===== config.mk =====
export PLATFORM = sky130hd
export DESIGN_NAME = leve1_axir_arb_flat
export DESIGN_NICKNAME = d
export VERILOG_FILES = /design/src/rtl/leve1_pkg.sv /design/src/rtl/leve1_axir.sv /design/src/rtl/leve1_rr_arb2.sv /design/src/rtl/leve1_axir_arb.sv /design/src/flat_wrapper.sv
export SDC_FILE = /design/constraint.sdc
export NUM_CORES = 1
export LEC_CHECK = 0
export ABC_CLOCK_PERIOD_IN_PS = 3900
export BUFFER_PORTS_ARGS = -buffer_cell sky130_fd_sc_hd__buf_2
export CAP_MARGIN = 20
export CORE_AREA = 3 3 82 84
export DETAILED_ROUTE_END_ITERATION = 10
export DIE_AREA = 0 0 85 87
export HOLD_SLACK_MARGIN = 0.1
export PLACE_DENSITY = 0.8
export SYNTH_ARGS = -nofsm -noshare
export SYNTH_HDL_FRONTEND = slang
export SYNTH_HIERARCHICAL = 1
export SYNTH_SLANG_ARGS = --single-unit

===== constraint.sdc =====
create_clock -name CLK -period 3.9 [get_ports CLK]
set_input_delay 0.78 -clock CLK [delete_from_list [all_inputs] [get_ports CLK]]
set_output_delay 0.78 -clock CLK [all_outputs]
set_load 0.03 [all_outputs]

===== src/rtl/leve1_pkg.sv =====
// Shared types for the LEVE1 read-port arbiter: FSM states and requester identifiers.
`ifndef XLEN
`define XLEN 32
`endif

package leve1_pkg;

  typedef enum logic [1:0] {ARB_IDLE, ARB_AR, ARB_R} arb_state_t;

  typedef enum logic {REQ_I, REQ_D} arb_req_t;

endpackage


===== src/rtl/leve1_axir.sv =====
// AXIR read-channel bundle: AR request channel plus R data channel, `XLEN wide.
`ifndef XLEN
`define XLEN 32
`endif

interface AXIR;
  logic             ARVALID;
  logic             ARREADY;
  logic [`XLEN-1:0] ARADDR;
  logic             RVALID;
  logic             RREADY;
  logic [`XLEN-1:0] RDATA;
  logic [1:0]       RRESP;
  logic             RLAST;

  modport target (input ARVALID, ARADDR, RREADY, output ARREADY, RVALID, RDATA, RRESP, RLAST);
  modport init   (output ARVALID, ARADDR, RREADY, input ARREADY, RVALID, RDATA, RRESP, RLAST);
endinterface


===== src/rtl/leve1_rr_arb2.sv =====
// Two-input round-robin pick; bit 0 is instruction fetch, bit 1 is data load.
// ptr remembers the last winner so that a tie goes to the other requester.
module leve1_rr_arb2
  import leve1_pkg::*;
(
  input  logic       clk,
  input  logic       rst,
  input  logic [1:0] req,
  input  logic       en,
  output logic [1:0] gnt
);

  arb_req_t ptr;

  always_ff @(posedge clk) begin
    if (rst) begin
      ptr <= REQ_I;
    end else if (en && (|gnt)) begin
      ptr <= gnt[1] ? REQ_D : REQ_I;
    end
  end

  always_comb begin
    gnt = 2'b00;
    case (req)
      2'b01:   gnt = 2'b01;
      2'b10:   gnt = 2'b10;
      2'b11:   gnt = (ptr == REQ_I) ? 2'b10 : 2'b01;
      default: gnt = 2'b00;
    endcase
  end

endmodule


===== src/rtl/leve1_axir_arb.sv =====
// Shares one AXIR read port between instruction fetch (RII) and data load (RID), one transaction at a time.
// Define LEVE1_ARB_DPRIO_EN for fixed RID priority with an RII starvation limit of STARVE_MAX grants.
module leve1_axir_arb
  import leve1_pkg::*;
#(
  parameter int unsigned STARVE_MAX = 4
) (
  input  logic CLK,
  input  logic RST,
  AXIR.target  RII,
  AXIR.target  RID,
  AXIR.init    RIM,
  output logic GNT_D,
  output logic BUSY
);

  arb_state_t       state;
  arb_state_t       state_next;
  arb_req_t         grant;
  arb_req_t         winner;
  logic [`XLEN-1:0] addr_q;
  logic [1:0]       req;
  logic [1:0]       pick;
  logic             take;

  assign req    = {RID.ARVALID, RII.ARVALID};
  assign take   = (state == ARB_IDLE) && (|pick);
  assign winner = pick[1] ? REQ_D : REQ_I;

`ifdef LEVE1_ARB_DPRIO_EN
  localparam int CNT_W = $clog2(STARVE_MAX + 1);

  logic [CNT_W-1:0] starve_cnt;

  // RID normally wins; RII is forced through once it has waited STARVE_MAX grants.
  always_comb begin
    pick = 2'b00;
    if (req[0] && (starve_cnt == CNT_W'(STARVE_MAX))) begin
      pick = 2'b01;
    end else if (req[1]) begin
      pick = 2'b10;
    end else if (req[0]) begin
      pick = 2'b01;
    end
  end

  always_ff @(posedge CLK) begin
    if (RST) begin
      starve_cnt <= '0;
    end else if (take) begin
      if (winner == REQ_I) begin
        starve_cnt <= '0;
      end else if (req[0]) begin
        starve_cnt <= starve_cnt + 1'b1;
      end
    end
  end
`else
  leve1_rr_arb2 u_rr (
    .clk (CLK),
    .rst (RST),
    .req (req),
    .en  (take),
    .gnt (pick)
  );

  // The starvation limit only shapes the priority build.
  if (STARVE_MAX == 0) begin : g_no_starve_limit
  end
`endif

  always_ff @(posedge CLK) begin
    if (RST) begin
      state  <= ARB_IDLE;
      grant  <= REQ_I;
      addr_q <= '0;
    end else begin
      state <= state_next;
      if (take) begin
        grant  <= winner;
        addr_q <= (winner == REQ_D) ? RID.ARADDR : RII.ARADDR;
      end
    end
  end

  always_comb begin
    state_next = state;
    case (state)
      ARB_IDLE: if (take) state_next = ARB_AR;
      ARB_AR:   if (RIM.ARREADY) state_next = ARB_R;
      ARB_R:    if (RIM.RVALID && RIM.RREADY && RIM.RLAST) state_next = ARB_IDLE;
      default:  state_next = ARB_IDLE;
    endcase
  end

  // Data fields fan out to both requesters; only the granted one ever sees RVALID.
  always_comb begin
    RII.ARREADY = 1'b0;
    RID.ARREADY = 1'b0;
    RII.RVALID  = 1'b0;
    RID.RVALID  = 1'b0;
    RII.RDATA   = RIM.RDATA;
    RID.RDATA   = RIM.RDATA;
    RII.RRESP   = RIM.RRESP;
    RID.RRESP   = RIM.RRESP;
    RII.RLAST   = RIM.RLAST;
    RID.RLAST   = RIM.RLAST;
    RIM.ARVALID = (state == ARB_AR);
    RIM.ARADDR  = addr_q;
    RIM.RREADY  = 1'b0;
    case (state)
      ARB_IDLE: begin
        RII.ARREADY = take && (winner == REQ_I);
        RID.ARREADY = take && (winner == REQ_D);
        RIM.RREADY  = 1'b1;
      end
      ARB_R: begin
        if (grant == REQ_D) begin
          RID.RVALID = RIM.RVALID;
          RIM.RREADY = RID.RREADY;
        end else begin
          RII.RVALID = RIM.RVALID;
          RIM.RREADY = RII.RREADY;
        end
      end
      default: ;
    endcase
  end

  assign GNT_D = (grant == REQ_D);
  assign BUSY  = (state != ARB_IDLE);

`ifndef SYNTHESIS
  // A beat outside R has no owner; it is drained and flagged here.
  stray_beat: assert property (@(posedge CLK) disable iff (RST) !(RIM.RVALID && (state != ARB_R)));
`endif

endmodule


===== src/flat_wrapper.sv =====
// flat-port wrapper written by rule: the top's interface ports become plain ports
module leve1_axir_arb_flat import leve1_pkg::*;
#(
  parameter int unsigned STARVE_MAX = 4
)
  (CLK, RST, GNT_D, BUSY, RII_ARVALID, RII_ARADDR, RII_RREADY, RII_ARREADY, RII_RVALID, RII_RDATA, RII_RRESP, RII_RLAST, RID_ARVALID, RID_ARADDR, RID_RREADY, RID_ARREADY, RID_RVALID, RID_RDATA, RID_RRESP, RID_RLAST, RIM_ARVALID, RIM_ARADDR, RIM_RREADY, RIM_ARREADY, RIM_RVALID, RIM_RDATA, RIM_RRESP, RIM_RLAST);
  AXIR RII_i ();
  AXIR RID_i ();
  AXIR RIM_i ();
  input  logic CLK;
  input  logic RST;
  output logic GNT_D;
  output logic BUSY;
  input wire logic [$bits(RII_i.ARVALID)-1:0] RII_ARVALID;
  input wire logic [$bits(RII_i.ARADDR)-1:0] RII_ARADDR;
  input wire logic [$bits(RII_i.RREADY)-1:0] RII_RREADY;
  output wire logic [$bits(RII_i.ARREADY)-1:0] RII_ARREADY;
  output wire logic [$bits(RII_i.RVALID)-1:0] RII_RVALID;
  output wire logic [$bits(RII_i.RDATA)-1:0] RII_RDATA;
  output wire logic [$bits(RII_i.RRESP)-1:0] RII_RRESP;
  output wire logic [$bits(RII_i.RLAST)-1:0] RII_RLAST;
  input wire logic [$bits(RID_i.ARVALID)-1:0] RID_ARVALID;
  input wire logic [$bits(RID_i.ARADDR)-1:0] RID_ARADDR;
  input wire logic [$bits(RID_i.RREADY)-1:0] RID_RREADY;
  output wire logic [$bits(RID_i.ARREADY)-1:0] RID_ARREADY;
  output wire logic [$bits(RID_i.RVALID)-1:0] RID_RVALID;
  output wire logic [$bits(RID_i.RDATA)-1:0] RID_RDATA;
  output wire logic [$bits(RID_i.RRESP)-1:0] RID_RRESP;
  output wire logic [$bits(RID_i.RLAST)-1:0] RID_RLAST;
  output wire logic [$bits(RIM_i.ARVALID)-1:0] RIM_ARVALID;
  output wire logic [$bits(RIM_i.ARADDR)-1:0] RIM_ARADDR;
  output wire logic [$bits(RIM_i.RREADY)-1:0] RIM_RREADY;
  input wire logic [$bits(RIM_i.ARREADY)-1:0] RIM_ARREADY;
  input wire logic [$bits(RIM_i.RVALID)-1:0] RIM_RVALID;
  input wire logic [$bits(RIM_i.RDATA)-1:0] RIM_RDATA;
  input wire logic [$bits(RIM_i.RRESP)-1:0] RIM_RRESP;
  input wire logic [$bits(RIM_i.RLAST)-1:0] RIM_RLAST;
  assign RII_i.ARVALID = RII_ARVALID;
  assign RII_i.ARADDR = RII_ARADDR;
  assign RII_i.RREADY = RII_RREADY;
  assign RII_ARREADY = RII_i.ARREADY;
  assign RII_RVALID = RII_i.RVALID;
  assign RII_RDATA = RII_i.RDATA;
  assign RII_RRESP = RII_i.RRESP;
  assign RII_RLAST = RII_i.RLAST;
  assign RID_i.ARVALID = RID_ARVALID;
  assign RID_i.ARADDR = RID_ARADDR;
  assign RID_i.RREADY = RID_RREADY;
  assign RID_ARREADY = RID_i.ARREADY;
  assign RID_RVALID = RID_i.RVALID;
  assign RID_RDATA = RID_i.RDATA;
  assign RID_RRESP = RID_i.RRESP;
  assign RID_RLAST = RID_i.RLAST;
  assign RIM_ARVALID = RIM_i.ARVALID;
  assign RIM_ARADDR = RIM_i.ARADDR;
  assign RIM_RREADY = RIM_i.RREADY;
  assign RIM_i.ARREADY = RIM_ARREADY;
  assign RIM_i.RVALID = RIM_RVALID;
  assign RIM_i.RDATA = RIM_RDATA;
  assign RIM_i.RRESP = RIM_RRESP;
  assign RIM_i.RLAST = RIM_RLAST;
  leve1_axir_arb #(.STARVE_MAX(STARVE_MAX)) u_core (.CLK(CLK), .RST(RST), .RII(RII_i), .RID(RID_i), .RIM(RIM_i), .GNT_D(GNT_D), .BUSY(BUSY));
endmodule

Word-level counts from Yosys, hierarchy flattened
Cells that the tools add are included.

Register bits after elaboration: 36. Latch bits: 0. RAM bits: 0. Memory bits (read-only): 0. Input bits: 107. Output and inout port bits: 110. Word-level logic and storage cells: 39. Memories kept: 0.

$add $sub $neg: 0. Multipliers: 0. Divide/modulo/power cells: 0. Order comparisons: 0. Equal/unequal tests: 8. Shift-type cells: 0. Muxes and demuxes: 16. Bitwise operators: 1. Reduce and logical (&&, ||, !) cells: 10.

Operators by type and width (number): $mux W32 (1); $pmux W2 S3 (2); $mux W1 (8); $mux W2 (4); $eq A2 B2 Y1 const B (3); $logic_and A1 B1 Y1 (6); $ne A2 B1 Y1 const B (3); $eq A2 B1 Y1 const B (2); $reduce_and A3 Y1 (1); $logic_not A2 Y1 (1); $pmux W1 S2 (1); $reduce_bool A2 Y1 (1); $reduce_or A2 Y1 (1); $not A1 Y1 (1).

Longest topological paths before layout
Word-level depth: 6. Gate-level depth with buffers: 7.

Modules after synthesis
The synthesis kept the hierarchy.

By module, submodules not included: leve1_axir_arb (instances 1, cells an instance 255, area each 2153.3 um2, sequential area each 700.7 um2); leve1_rr_arb2 (instances 1, cells an instance 7, area each 65.1 um2, sequential area each 20.0 um2).

Least setup slack after synthesis
No wires, ideal clock.

Kind: input port to output port. From: input RII_ARVALID. To: output RII_ARREADY. Data arrival time: 1.862 ns. Setup slack: 1.258 ns. Stages on the path: 4. Cell sequence: a21boi_0 -> buf_2 -> or3b_1 -> nor2_1.

Word-level cells in the longest chain between the ends: 6.

RTL lines: from (decl) (RTL line flat_wrapper.sv:14) `input wire logic [$bits(RII_i.ARVALID)-1:0] RII_ARVALID;`; $eq A2 B2 Y1 / $eq A2 B1 Y1 (equally long branches) (RTL line leve1_rr_arb2.sv:25) `case (req)`; $pmux W2 S3 * (RTL line leve1_rr_arb2.sv:25); $reduce_or A2 Y1 / $mux W1 (equally long branches) (RTL line leve1_axir_arb.sv:27, leve1_axir_arb.sv:28); $logic_and A1 B1 Y1 / $not A1 Y1 (equally long branches) (RTL line leve1_axir_arb.sv:27, leve1_axir_arb.sv:113); $logic_and A1 B1 Y1 * (RTL line leve1_axir_arb.sv:113) `RII.ARREADY = take && (winner == REQ_I);`; $mux W1 * (RTL line leve1_axir_arb.sv:111) `case (state)`; to (decl) (RTL line flat_wrapper.sv:17) `output wire logic [$bits(RII_i.ARREADY)-1:0] RII_ARREADY;`.

Every way passes the cells marked *; elsewhere a longest branch is shown, timed or not.

Worst setup path in the final report
From: input RII_ARVALID. To: output RII_ARREADY.

Word-level cells in the longest chain between the ends: 6.

RTL lines: $eq A2 B2 Y1 / $eq A2 B1 Y1 (equally long branches) (RTL line leve1_rr_arb2.sv:25); $pmux W2 S3 * (RTL line leve1_rr_arb2.sv:25); via u_core.pick[0] (RTL line leve1_axir_arb.sv:23) `logic [1:0] pick;`; $reduce_or A2 Y1 * (RTL line leve1_axir_arb.sv:27) `assign take = (state == ARB_IDLE) && (|pick);`; $logic_and A1 B1 Y1 * (RTL line leve1_axir_arb.sv:27); $logic_and A1 B1 Y1 * (RTL line leve1_axir_arb.sv:113); $mux W1 * (RTL line leve1_axir_arb.sv:111).

The timed path passes the listed nets; every way through them passes the cells marked *.

==> flow_metrics.env <==
export IMPL_start_util_pct=37.0
export IMPL_placed_area_um2=2290
export IMPL_place_hpwl_mm=4.66
export IMPL_crit_path_frequent_cell="buf_2"
export IMPL_final_setup_skew_ns=0.00592
export IMPL_p_leak_uw=0.00120
export IMPL_startpoint_type="primary input"
export IMPL_instances_no_fill=376
export IMPL_timing_rr_end="u_core/RIM.ARADDR[23]"
export IMPL_yosysTopAreaCell="dfxtp_1"
export IMPL_cp_slowest_stage_delay_ns=0.41
export IMPL_grt_ovfl_total=0
export IMPL_setup_tns_ns=0
export IMPL_synth_seq_cells=36
export IMPL_ios=217
export IMPL_core_area_um2=5990
export IMPL_syn_num_nets=369
export IMPL_dp_cells=368
export IMPL_antenna_left=0
export IMPL_hold_class="register to register"
export IMPL_period_share_pct=72.8
export IMPL_cts_root_buf="clkbuf_8"
export IMPL_wl_per_cell_um=15.5
export IMPL_synthTopCellsByCount="buf_4, nand2_1, dfxtp_1"
export IMPL_setup_viol=0
export IMPL_finalCriticalPeriod_ns=2.84
export IMPL_synth_top_family_by_area="buffers and inverters"
export IMPL_rows=28
export IMPL_antennaDiodeCount=0
export IMPL_die_height_um=87
export IMPL_crit_family="buffers and inverters"
export IMPL_grt_util_all_layers_pct=15.0
export IMPL_drt_wl_total_mm=5.84
export IMPL_syn_inst=262
export IMPL_maxCapViolCount=0
export IMPL_dr_pass1_iters=4
export IMPL_crit_end="RII_ARREADY"
export IMPL_fmax_mhz=352
export IMPL_design_area_um2=2400
export IMPL_final_layout_size_suffix_gt1_share_pct=44.2
export IMPL_numPortBuffers=114
export IMPL_fin_nets=407
export IMPL_cp_cell_sequence="buf_2 -> a21boi_2 -> buf_4 -> or3b_1 -> nor2_1 -> buf_2"
export IMPL_vias=1838
export IMPL_worst_pin_slew_ns=0.879
export IMPL_tritoncts="yes"
export IMPL_required_ns=3.12
export IMPL_synth_compound_gate_area_share_pct=21.4
export IMPL_grt_pass1_vias=1709
export IMPL_path_class="primary input to output pin"
export IMPL_synthAdderAreaFrac_pct=0
export IMPL_relSlewSlack_pct=41.3
export IMPL_worstSetupEndpointType="output pin"
export IMPL_drcViolationCount=0
export IMPL_r2r_start="u_core/u_rr/ptr"
export IMPL_yosysWarnings=6
export IMPL_synth_most_common_cell="buf_4"
export IMPL_syn_avg_cell_area_um2=8.47
export IMPL_die_area_um2=7400
export IMPL_clkSinkCount=36
export IMPL_numCtsBuffers=5
export IMPL_cp_arrival_ns=2.06
export IMPL_critPathLaunch="RII_ARVALID"
export IMPL_crit_cells=6
export IMPL_h_tree_depth=2
export IMPL_post_cts_buffers=0
export IMPL_syn_area_um2=2220
export IMPL_first_iter_violations=38
export IMPL_clk_path_buf_depth=2
export IMPL_power_uw=1040
export IMPL_cp_buffers_inverters=3
export IMPL_synth_xor_area_share_pct=0
export IMPL_outcome="finished clean"
export IMPL_reg2reg_slack_ns=1.85
export IMPL_netlist_area_leader_share_pct=32.5
export IMPL_synth_ff_type="dfxtp_1"
export IMPL_clkTransAtPathRegs_ns=0.07
export IMPL_holdBufCountCts=0
export IMPL_gp_congestion=0.773
export IMPL_clock_latency_ns=0.28
export IMPL_yosysUniqueCellTypes=30
export IMPL_ir_drop_uv=177
export IMPL_die_w_um=85
export IMPL_yosys_top_cells_area="dfxtp_1, buf_4, a22o_1"
export IMPL_cp_max_fo=26
export IMPL_synth_edf_count=0
export IMPL_viasPerCell=4.89
export IMPL_slew_viol_final=0
export IMPL_synthSimpleGateAreaFrac_pct=16.4
export IMPL_pwr_density_cell_nw_per_um2=434
export IMPL_reg2reg_depth=6
export IMPL_grt_pass1_wl_mm=8.87
export IMPL_synthMuxAreaShare_pct=0.959
export IMPL_grt_setup_unrepaired="false"
export IMPL_post_cts_resized=0
export IMPL_slowest_stage="or3b_1"
export IMPL_finalHoldViolations=0
export IMPL_seq_area_frac_synth_pct=32.5
export IMPL_syn_to_final_growth_pct=8.29
export IMPL_grt_max_degree=42
export IMPL_grt_antenna_before_repair=0
export IMPL_synthArstFlopShare_pct=0
==> sequential cells by signal (all words and copies together), names as in the netlist <==
name	flops
u_core/RIM.ARADDR	32
u_core/state	2
u_core/GNT_D	1
u_core/u_rr/ptr	1
==> power by group <==
group | switching, uW | internal (uW) | total [uW] | leakage (uW)
registers | 26.3 | 406 | 432 | 0.000296
clock network | 127 | 190 | 316 | 0.0000552
logic | 183 | 110 | 293 | 0.000850
total | 336 | 705 | 1040 | 0.00120
==> per-layer routing <==
metal  track usage (%)  part of all wire, %
met5                 0                    0
met4              4.46                 0.89
met3              6.05                   11
met2              28.2                   53
met1              15.2                   35
==> how the worst min path moves through the flow <==
stage	start	end	slack [ns]	depth (start not counted)
final	u_core/RIM.ARADDR[30]	u_core/RIM.ARADDR[30]	0.47	1
after global routing	u_core/RIM.ARADDR[30]	u_core/RIM.ARADDR[30]	0.49	1
after CTS	u_core/RIM.ARADDR[28]	u_core/RIM.ARADDR[28]	0.48	1
after detailed placement	u_core/RIM.ARADDR[10]	u_core/RIM.ARADDR[10]	0.46	1
after global placement	u_core/RIM.ARADDR[12]	u_core/RIM.ARADDR[12]	0.46	1
after floorplan	u_core/u_rr/ptr	u_core/u_rr/ptr	0.53	2
==> metrics by stage <==
stage          setup slack [ns]  hold slack (ns)  utilization, %
2_1_floorplan              1.26            0.529               -
3_3_place_gp               1.07            0.456            38.3
3_5_place_dp               1.05            0.461            38.3
4_1_cts                    1.04            0.482            40.1
5_1_grt                   0.993            0.490            40.1
6_report                   1.06            0.474            40.1
==> placed cells by master, fill, tap and decap left out <==
master     instances
or3b_1             1
clkinv_2           1
nor3_1             2
nor3b_1            2
nand2_1           46
nor3_2             1
nor4b_4            1
buf_2            114
nor2_2             1
a21bo_1            1
and3_4             1
and2_1            12
mux2i_1            1
bufinv_16          1
nor2b_1            1
a22oi_1            1
a221o_1           10
a21oi_4            1
clkbuf_1           1
a21boi_4           1
or2_1              1
a22o_1            22
nor2_1             4
dfxtp_1           36
buf_4              3
inv_1              2
o311a_1            1
a21boi_2           1
a21oi_2            1
o21ai_0           22
mux2_2             1
clkbuf_8           5
a21oi_1            1
nand3b_1           1
==> worst register-to-register path: stages, from the launching register on <==
cell and delay, ns:
dfxtp_1 0.35, inv_1 0.08, a21boi_2 0.05, buf_4 0.22
or2_1 0.28, a21oi_4 0.71, a221o_1 0.30
==> logic make-up after synthesis <==
group / Yosys count
AND/OR/NAND/NOR: 74
AO/OA/AOI/OAI: 62
flip-flops: 36
buffers and inverters: 88
multiplexers: 2
==> cell type report <==
type,instances,area [um2]
well taps,75,93.8
flip-flops and latches,36,721
multi-input cells,138,880
fillers,631,3590
repair buffers,117,593
inverters,2,7.51
clock inverters,2,35.0
clock buffers,6,72.6
Power figures use the tool's default switching activity.
